**config.mk**
```make
export PLATFORM = sky130hd
export DESIGN_NAME = store_unit
export DESIGN_NICKNAME = d
export VERILOG_FILES = /design/src/rtl/store_unit.sv
export SDC_FILE = /design/constraint.sdc
export NUM_CORES = 1
export LEC_CHECK = 0
export BUFFER_PORTS_ARGS = -buffer_cell sky130_fd_sc_hd__buf_2
export CORE_UTILIZATION = 48
export DETAILED_ROUTE_END_ITERATION = 10
export GPL_ROUTABILITY_DRIVEN = 0
export PLACE_DENSITY = 0.83
export SKIP_LAST_GASP = 1
export SLEW_MARGIN = 30
export SYNTH_ARGS = -nofsm -noshare
export SYNTH_HDL_FRONTEND = slang
export SYNTH_SLANG_ARGS = --single-unit
```
**constraint.sdc**
```tcl
create_clock -name clk -period 4.2 [get_ports clk]
set_input_delay 0.21 -clock clk [delete_from_list [all_inputs] [get_ports clk]]
set_output_delay 0.21 -clock clk [all_outputs]
set_load 0.05 [all_outputs]
```
**src/rtl/store_unit.sv**
```systemverilog
// store_unit -- store queue between the MEM stage and data memory.
//
// Stores presented by the MEM stage are decoded into a word address,
// lane-aligned write data and byte enables, then buffered in a FIFO of
// DEPTH entries. The head entry is presented to data memory with a
// valid/ready handshake. Misaligned stores and illegal widths are
// dropped and reported with a one-cycle st_err pulse.
//
// Ports:
//   clk        rising-edge clock
//   rst        synchronous active-high reset
//   req_valid  MEM stage presents a store this cycle
//   req_ready  a store can be accepted this cycle (count < DEPTH)
//   funct3     store width: 000 SB, 001 SH, 010 SW, others illegal
//   addr       byte address of the store
//   wdata_in   rs2 value; the low byte/half/word is stored
//   mem_valid  head entry presented to data memory
//   mem_ready  data memory accepts the head this cycle
//   mem_addr   word address of the head (0 when empty)
//   mem_wdata  lane-aligned write data of the head (0 when empty)
//   mem_be     byte enables of the head, bit i = lane i (0 when empty)
//   st_err     one-cycle pulse after a rejected store
//   empty      queue holds no entries

module store_unit #(
  parameter int DEPTH = 2
) (
  input  logic        clk,
  input  logic        rst,
  input  logic        req_valid,
  output logic        req_ready,
  input  logic [2:0]  funct3,
  input  logic [31:0] addr,
  input  logic [31:0] wdata_in,
  output logic        mem_valid,
  input  logic        mem_ready,
  output logic [31:0] mem_addr,
  output logic [31:0] mem_wdata,
  output logic [3:0]  mem_be,
  output logic        st_err,
  output logic        empty
);

  localparam int PTR_W = (DEPTH > 1) ? $clog2(DEPTH) : 1;
  localparam int CNT_W = $clog2(DEPTH + 1);

  // Queue storage: word address, lane-aligned data and byte enables.
  logic [29:0] waddr_q [DEPTH];
  logic [31:0] wdata_q [DEPTH];
  logic [3:0]  be_q    [DEPTH];

  logic [PTR_W-1:0] wr_ptr;
  logic [PTR_W-1:0] rd_ptr;
  logic [CNT_W-1:0] count;

  // Decoded form of the incoming store.
  logic        legal;
  logic [3:0]  dec_be;
  logic [31:0] dec_wdata;

  logic accept;
  logic push;
  logic pop;

  // NOTE: every signal written here gets a default first, so no path can
  // leave it unassigned and infer a latch.
  always_comb begin
    legal     = 1'b0;
    dec_be    = 4'b0000;
    dec_wdata = 32'h0;
    case (funct3)
      3'b000: begin
        legal     = 1'b1;
        dec_be    = 4'b0001 << addr[1:0];
        dec_wdata = {4{wdata_in[7:0]}};
      end
      3'b001: begin
        legal     = ~addr[0];
        dec_be    = addr[1] ? 4'b1100 : 4'b0011;
        dec_wdata = {2{wdata_in[15:0]}};
      end
      3'b010: begin
        legal     = (addr[1:0] == 2'b00);
        dec_be    = 4'b1111;
        dec_wdata = wdata_in;
      end
      default: ;
    endcase
  end

  // Acceptance depends only on occupancy: a full queue stalls the MEM
  // stage even if memory drains the head on the same edge.
  assign req_ready = (count < CNT_W'(DEPTH));
  assign accept    = req_valid && req_ready && !rst;
  assign push      = accept && legal;
  assign mem_valid = (count != '0);
  assign pop       = mem_valid && mem_ready;
  assign empty     = (count == '0);

  // Head fields come straight from storage, forced to zero when empty so
  // stale entries are never visible.
  assign mem_addr  = mem_valid ? {waddr_q[rd_ptr], 2'b00} : 32'h0;
  assign mem_wdata = mem_valid ? wdata_q[rd_ptr] : 32'h0;
  assign mem_be    = mem_valid ? be_q[rd_ptr] : 4'b0000;

  // NOTE: state registers use non-blocking assignments so every flop
  // samples the pre-edge values regardless of statement order.
  always_ff @(posedge clk) begin
    if (rst) begin
      count  <= '0;
      wr_ptr <= '0;
      rd_ptr <= '0;
      st_err <= 1'b0;
    end else begin
      st_err <= accept && !legal;
      if (push) wr_ptr <= wr_ptr + PTR_W'(1);
      if (pop)  rd_ptr <= rd_ptr + PTR_W'(1);
      case ({push, pop})
        2'b10:   count <= count + CNT_W'(1);
        2'b01:   count <= count - CNT_W'(1);
        default: ;
      endcase
    end
  end

  // NOTE: entry storage is deliberately not reset; clearing count makes
  // every entry invalid, and the output mux hides contents while empty.
  always_ff @(posedge clk) begin
    if (push) begin
      waddr_q[wr_ptr] <= addr[31:2];
      wdata_q[wr_ptr] <= dec_wdata;
      be_q[wr_ptr]    <= dec_be;
    end
  end

endmodule

```
# ---- Yosys cells after proc, flatten, opt, wreduce, memory -nomap -nowiden
# Memory sizes are Yosys's and may differ from the RTL's. A register that Yosys moved wholly into a read port is not among the register bits.
# Cells that the tools add are included.
# W data, S select, Z words.
dict set report classes {
  magnitude_cmp 1
  reduce_logical 12
  bitwise 1
  add_sub_neg 4
  shift 1
  n_eq_ne 4
  mux 16
}
# cell count
set ops {}
lappend ops {{$pmux W32 S3} 1}
lappend ops {{$mux W32} 2}
lappend ops {{$pmux W4 S3} 1}
lappend ops {{$mux W1} 8}
lappend ops {{$mux W4} 2}
lappend ops {{$logic_and A1 B1 Y1} 5}
lappend ops {{$logic_not A2 Y1} 2}
lappend ops {{$pmux W2 S2} 1}
lappend ops {{$reduce_bool A2 Y1} 2}
lappend ops {{$shl A1 B2 Y4 const A} 1}
lappend ops {{$eq A3 B1 Y1 const B} 1}
lappend ops {{$eq A3 B2 Y1 const B} 1}
lappend ops {{$logic_not A3 Y1} 1}
lappend ops {{$pmux W1 S3} 1}
lappend ops {{$add A1 B1 Y1 const B} 2}
lappend ops {{$add A2 B1 Y2 const B} 1}
lappend ops {{$eq A2 B1 Y1 const B} 1}
lappend ops {{$eq A2 B2 Y1 const B} 1}
lappend ops {{$logic_not A1 Y1} 2}
lappend ops {{$lt A2 B2 Y1 const B} 1}
lappend ops {{$sub A2 B1 Y2 const B} 1}
lappend ops {{$not A1 Y1} 1}
dict set report word_totals {
  ff_bits 5
  ram_bits 132
  n_memories 3
  wordCells 46
}
# name depth width read_ports rd_ports_with_merged_regs wr line
set mem_list {}
lappend mem_list {wdata_q 2 32 1 1 1 49} ;# logic [31:0] wdata_q [DEPTH];
lappend mem_list {waddr_q 2 30 1 1 1 48} ;# logic [29:0] waddr_q [DEPTH];
lappend mem_list {be_q 2 4 1 1 1 50} ;# logic [3:0] be_q [DEPTH];

# ---- Longest topological paths before layout
# Gate-level depths: netlist of run 1.
dict set report depth {
  depth_word 6
  ltp_mapped 7
  mapped_depth_nobuf 6
}

# ---- Worst setup path before layout of run 1
# No wires, ideal clock.
dict set report synth_path {
  kind {input port to flip-flop}
  start {in funct3[2]}
  end {mem be_q[0][0], enable pin}
  slack_ns 0.149
  required_time_ns 3.710
  setup_time_ns 0.490
  stages 4
  arrival_time_ns 3.561
  path_cell_list {buf_2 -> nor4_4 -> o21ai_2 -> nor2_1}
}
dict set report synth_via {
  elab_chain_cells 5
  elab_cells_between_ends 7
}
# element line
set synth_rtl {}
lappend synth_rtl {{start, declared} 32} ;# input logic [2:0] funct3,
lappend synth_rtl {{$eq A3 B2 Y1 (tied with other cells)} 71} ;# case (funct3)
lappend synth_rtl {{$pmux W1 S3 *} 71}
lappend synth_rtl {{$logic_and A1 B1 Y1 *} 95} ;# assign push = accept && legal;
lappend synth_rtl {{$mux W1 *} 129} ;# if (push) begin
lappend synth_rtl {{$mux W1 (implied by the code) *} 132} ;# be_q[wr_ptr] <= dec_be;
lappend synth_rtl {{end, declared} 50}
# Mark *: on every way between the ends. The rest lies on a longest branch, timed or not.

# ---- Worst setup path after layout of run 1
dict set report layout_path {
  start {reg count[1]}
  end {out mem_addr[12]}
}
dict set report layout_via {
  elab_chain_cells 2
}
# element line
set layout_rtl {}
lappend layout_rtl {{start, declared} 54} ;# logic [CNT_W-1:0] count;
lappend layout_rtl {{start signal, assigned} 119} ;# 2'b10: count <= count + CNT_W'(1);
lappend layout_rtl {{start signal, assigned} 120} ;# 2'b01: count <= count - CNT_W'(1);
lappend layout_rtl {{$reduce_bool A2 Y1} 96} ;# assign mem_valid = (count != '0);
lappend layout_rtl {{$mux W32} 102} ;# assign mem_addr = mem_valid ? {waddr_q[rd_ptr], 2'b00} : 32'h0;
lappend layout_rtl {{end, declared} 37} ;# output logic [31:0] mem_addr,
# Every way passes these cells.

==> results of run 1 <==
## metal layers
layer,wire (um),global-route usage [%]
met5,0,0
met4,121,6.93
met3,1050,5.73
met2,6110,33.8
met1,5150,25.3
## worst max path at each step
stage               startpoint              to  slack (ns)  cells past startpoint
floorplan            funct3[2]      be_q[0][0]        0.15                      4
global placement     funct3[2]  wdata_q[0][15]        1.84                      5
detailed placement   funct3[2]  wdata_q[1][26]        1.78                      5
CTS                   count[1]   mem_wdata[10]        1.99                      4
global route          count[1]  wdata_q[0][25]        1.88                      4
finish                count[1]    mem_addr[12]        2.02                      4
## report_power, final
group	internal, mW	total (mW)	switching [mW]
clock	0.923	1.46	0.538
sequential	1.53	1.55	0.0171
combinational	0.164	0.561	0.398
## cell usage in the layout (no fill, tap or decap), drive strengths merged, types with 11 or more instances in the layout
| master | Yosys | final |
|---|---|---|
| a21oi | 27 | 27 |
| nor2b | 11 | 11 |
| edfxtp | 132 | 132 |
| mux2i | 73 | 73 |
| nor2 | 84 | 84 |
| nand2 | 16 | 16 |
| dlygate4sd3 | 0 | 25 |
| buf | 24 | 144 |
| clkbuf | 3 | 18 |
## registers in the layout, summed over array words and instances (netlist names), named ones only
register,count
wdata_q,64
waddr_q,60
be_q,8
count,2
rd_ptr,1
st_err,1
wr_ptr,1
## kinds of logic after synthesis
logic type	after synthesis	share of synthesized area, %
buffers and inverters	32	3.43
DFF	138	69.1
xor gates and xnor gates	4	0.593
AOI/OAI and AO/OA	37	3.87
and+or+nand+nor	133	10.4
adders and majority gates	1	0.212
muxes	73	12.4
other	1	0.0635
## what timing repair did
action,in CTS,in global routing
hold buffers,25,0
endpoints found under the hold margin,49,0
buffers inserted,0,0
## stage by stage
step	hold WS, ns	util [%]	instance area (um^2)	power (mW)	worst slack (ns)
finish	0.0123	62.9	7550	3.57	2.02
global route	0.000915	62.9	7550	3.67	1.88
CTS	0.000174	62.9	7550	3.59	1.99
detailed placement	0.402	55.9	6720	2.12	1.78
floorplan	0.279	-	5910	1.99	0.149
global placement	0.400	55.6	6670	2.10	1.84
## area by class of cell
type | instances | area, um^2
fill | 862 | 4460
tap | 147 | 184
timing repair buffer | 169 | 1030
clock inverter | 14 | 155
inverter | 5 | 21.3
clock buffer | 18 | 429
multi-input combinational | 250 | 1640
sequential | 138 | 4090
## worst register-to-register path, delay by kind of cell, from the launching register on
kind | cells | cell delay [ns]
AO/OA/AOI/OAI | 1 | 0.18
AND/OR/NAND/NOR | 2 | 0.97
flip-flops | 1 | 0.34
buffers and inverters | 1 | 0.34
==> run summary, run 1 <==
Slew headroom: 44.0%
VDD IR max: 272 uV
initial antenna violation count: 0
power density over the cells: 473 mW/mm^2
reg2reg end: wdata_q[1][2]
flop-to-flop setup slack: 2.03 ns
Worst path slowest cell: inv_4
Yosys reg bits: 138
H-tree levels: 4
CTS resizes: 0
Num CTS Buffers: 17
DIE AREA: 0.0128 mm^2
DP HPWL: 8.02 mm
worst-margin pin slew: 0.838 ns
Hold Path Depth: 1
global-route wire length before repair: 19.2 mm
Final Non-Filler Cells: 741
final hold violations: 0
WP buf/inv: 2
crit path time final: 2.18 ns
drt total wl: 12.4 mm
Reg2Reg Depth: 4
Max Freq: 0.459 GHz
TritonCTS clock tree: built
Post-synth EDFFs: 132
IO Count: 143
hold-critical path endpoint: waddr_q[1][7]
min-delay src: addr[9]
Crit Path Max Fanout: 67
CP endpoint kind: output port
Setup Skew: 0.00658 ns
dpl cells: 684
Yosys cell types: 36
root buf cell: clkbuf_16
Die H: 113 um
sequential-to-total area share from yosys stat: 69.1%
Synth Instances: 419
DRT antenna net count: 0
Core Rows: 40
Initial Util: 49.2%
DRC Markers: 0
DIE WIDTH: 113 um
Synth Flop Type: edfxtp_1
DRT Pass-1 Iters: 4
Via density: 5.24
commonest cells in the netlist: 132 x edfxtp_1, 84 x nor2_1, 73 x mux2i_1
Final #Nets: 653
critical path data arrival time: 1.97 ns
Synth area leader: edfxtp_1
RR Startpoint: count[1]
layout cells sized above 1: 31.1%
Synth area leaders: edfxtp_1 67%, mux2i_1 12%, nor2_1 5.3%, dfxtp_1 2.0%, a21oi_1 1.9%
Avg Cell Area, Syn: 14.1 um^2
I/O Buffers: 140
crit path launch type: flop
Worst-path clk slew: 0.06 ns
CTS Sinks: 138
CP peak stage delay: 0.51 ns
detailed-route via count: 3,880
asr flop ratio synth: 0%
Hold Crit Class: in2reg
Slew Limit Fails: 0
vias in the first global route: 3,840
top cell type's share of synthesized area: 67.1%
crit-path cells: or2_1 > inv_4 > nor2_1 > buf_2
Setup TNS: 0 ns
GRT Util Overall: 20.2%
Clock Path Buffers: 2
crit-path leading delay family: buffers and inverters
total core area: 0.0120 mm^2
LEAKAGE: 2.84 nW
max cap viols: 0
most common cell in the netlist: edfxtp_1
Crit Path Category: reg2out
final period utilization: 51.9%
Finish-stage setup viols: 0
antenna cell count: 0
clk_lat worst skew: 0.41 ns
Syn-to-layout area delta: 27.8%
synth warn: 0
post-synthesis cell area: 0.00591 mm^2
DR iter-0 viols: 260
RSZ-0062 raised after global routing: false
wire per inst: 16.8 um
largest net degree at the start of global routing: 68
status: finished clean
total gr overflow: 0
Data required, critical path: 3.99 ns
Power figures use the tool's default switching activity.
==> run 2: changes to the inputs <==
Clock period 4.2 ns to 1.8 ns, I/O delays scaled along.
==> run 2 against run 1 <==
The run now ends with setup timing left; critical path type unchanged; die area stayed put; register-to-register slack got worse by 1.9 ns; clock-buffer cell count shrank 1; critical path depth is the same; core utilization grew 6.2 points; sequential power grew 130%; global-route usage increased by 1.7 points.
==> run summary, run 2 (same netlist as run 1, synthesis figures left out) <==
status: complete, but fails checks
failing checks: setup timing
Final Non-Filler Cells: 761 (+2.7%)
H-tree levels: 4 (unchanged)
layout cells sized above 1: 45.6% (+14 points)
final period utilization: 101%
Data required, critical path: 1.71 ns (-2.28 ns)
GRT Util Overall: 21.9% (+1.7 points)
final instance area: 0.00829 mm^2 (+9.9%)
Final #Nets: 673 (+3.1%)
min-delay src: wdata_in[2]
Setup TNS: -0.00918 ns (-0.00918 ns)
crit path time final: 1.81 ns
DRC Markers: 0 (unchanged)
vias in the first global route: 4,009 (+4.4%)
Slew Limit Fails: 0 (unchanged)
Worst path slowest cell: dfxtp_4
DRT Pass-1 Iters: 4 (unchanged)
Setup Skew: 0.00797 ns (+0.00139 ns)
drt total wl: 14.0 mm (+13%)
WP buf/inv: 2 (unchanged)
Setup WS post-layout: -0.00918 ns (-2.03 ns)
reg2reg end: count[1]
Post-Place Setup Slack: 0.0161 ns (-1.77 ns)
switching power: 2.42 mW (+150%)
max cap viols: 0 (unchanged)
Crit Path Max Fanout: 27 (-60%)
Reg2Reg Depth: 5 (+1)
Largest register FFs: 64 (unchanged)
CP endpoint kind: output port
Initial Util: 49.2% (unchanged)
Biggest register: wdata_q
worst-margin pin slew: 0.805 ns (-0.0326 ns)
CP peak stage delay: 0.44 ns (-0.07 ns)
critical path data arrival time: 1.72 ns (-0.25 ns)
DRT antenna net count: 0 (unchanged)
power density over the cells: 1060 mW/mm^2 (+120%)
VDD IR max: 686 uV (+150%)
Slew headroom: 46.3% (+2.3 points)
Clock Path Buffers: 2 (unchanged)
Placed Instance Area: 0.00706 mm^2 (+5.2%)
IO Count: 143 (unchanged)
DIE AREA: 0.0128 mm^2 (unchanged)
LEAKAGE: 3.00 nW (+5.6%)
Final Util: 69.1% (+6.2 points)
antenna cell count: 0 (unchanged)
DR iter-0 viols: 252 (-3.1%)
Min Hold Slack: 0.0227 ns (+0.0104 ns)
Finish-stage setup viols: 1 (+1)
DP HPWL: 8.66 mm (+8.0%)
DIE WIDTH: 113 um (unchanged)
flop-to-flop setup slack: 0.10 ns (-1.93 ns)
Gate power share: 19.4% (+3.7 points)
Die H: 113 um (unchanged)
overall power: 8.79 mW (+150%)
Worst-path clk slew: 0.06 ns (about the same)
RSZ-0062 raised after global routing: true
commonest non-fill, non-tap cell in the layout: edfxtp_1
dpl cells: 695 (+1.6%)
RR Startpoint: count[1]
final hold violations: 0 (unchanged)
total gr overflow: 0 (unchanged)
CTS Sinks: 138 (unchanged)
most frequent cells in the layout: 132 x edfxtp_1, 73 x buf_2, 66 x mux2i_1
Hold Crit Class: in2reg
root buf cell: clkbuf_16
initial antenna violation count: 0 (unchanged)
largest net degree at the start of global routing: 49 (-28%)
crit-path leading delay family: flip-flops
clock share of power: 39.7% (-1.2 points)
total core area: 0.0120 mm^2 (unchanged)
design internal power: 6.37 mW (+140%)
Flop pwr share: 41.0% (-2.4 points)
crit path launch type: flop
Net Sw Frac: 27.5% (+0.84 points)
Via density: 5.33 (+1.8%)
clk_lat worst skew: 0.42 ns (about the same)
I/O Buffers: 140 (unchanged)
hold-critical path endpoint: wdata_q[0][2]
Crit Path Category: reg2out
Syn-to-layout area delta: 40.4%
global-route wire length before repair: 20.4 mm (+6.2%)
Num CTS Buffers: 17 (unchanged)
Top Registers: wdata_q (64), waddr_q (60), be_q (8)
crit-path cells: buf_12 > mux2i_1 > nor2_2 > buf_4
TritonCTS clock tree: built
Max Freq: 0.553 GHz
wire per inst: 18.4 um (+9.9%)
Core Rows: 40 (unchanged)
Setup Buffers After CTS: 0 (unchanged)
detailed-route via count: 4,055 (+4.5%)
Hold Path Depth: 2 (+1)
-- run 2: cell types whose count changed in the layout (fill, tap and decap cells not counted), moves of 3 or more --
cell and change:
buf_2 -67, dlygate4sd3_1 +6, buf_6 +5, nor2_1 -66, clkinv_4 +4, buf_12 +8
nor2_2 +63, clkinv_1 -3, mux2i_1 -7, nor2_4 +3, buf_4 +65, mux2i_2 +7
-- run 2: routing by layer --
metal	track usage, %	wire length [um]	share of wire (%)
met4	12.1	463	3.3
met1	26.4	5640	40
met2	35.8	6810	48
met5	0	0	0
met3	6.00	1130	8.0
-- run 2: power by group through the flow --
stage	Combinational (mW)	Clock (mW)	Sequential (mW)
2_1_floorplan	1.07	0	3.66
3_3_place_gp	1.41	0	3.66
3_5_place_dp	1.44	0	3.67
4_1_cts	1.58	3.54	3.60
5_1_grt	1.79	3.68	3.61
6_report	1.70	3.49	3.60
-- run 2: cell type report --
cell class / instances / area (um^2)
clock buffers: 17 / 425
clock inverters: 15 / 178
fillers: 800 / 3720
inverters: 5 / 23.8
multi-input cells: 250 / 1860
flip-flops and latches: 138 / 4090
well taps: 147 / 184
repair buffers: 189 / 1540
-- run 2: how the worst max path moves through the flow --
stage | from | to | slack [ns] | cells after the start
6_report | flop | mem_addr[20] | -0.009 | 4
5_1_grt | flop | mem_addr[20] | -0.07 | 4
4_1_cts | count[0] | mem_addr[31] | -0.04 | 5
3_5_place_dp | funct3[0] | count[1] | 0.02 | 6
3_3_place_gp | funct3[0] | count[1] | 0.10 | 6
2_1_floorplan | funct3[0] | be_q[0][0] | -0.32 | 4
-- run 2: what timing repair did --
item,4_1_cts,5_1_grt
gates cloned,0,3
endpoints found under the setup margin,67,67
hold buffers,31,0
resized for setup,66,23
endpoints found under the hold margin,64,0
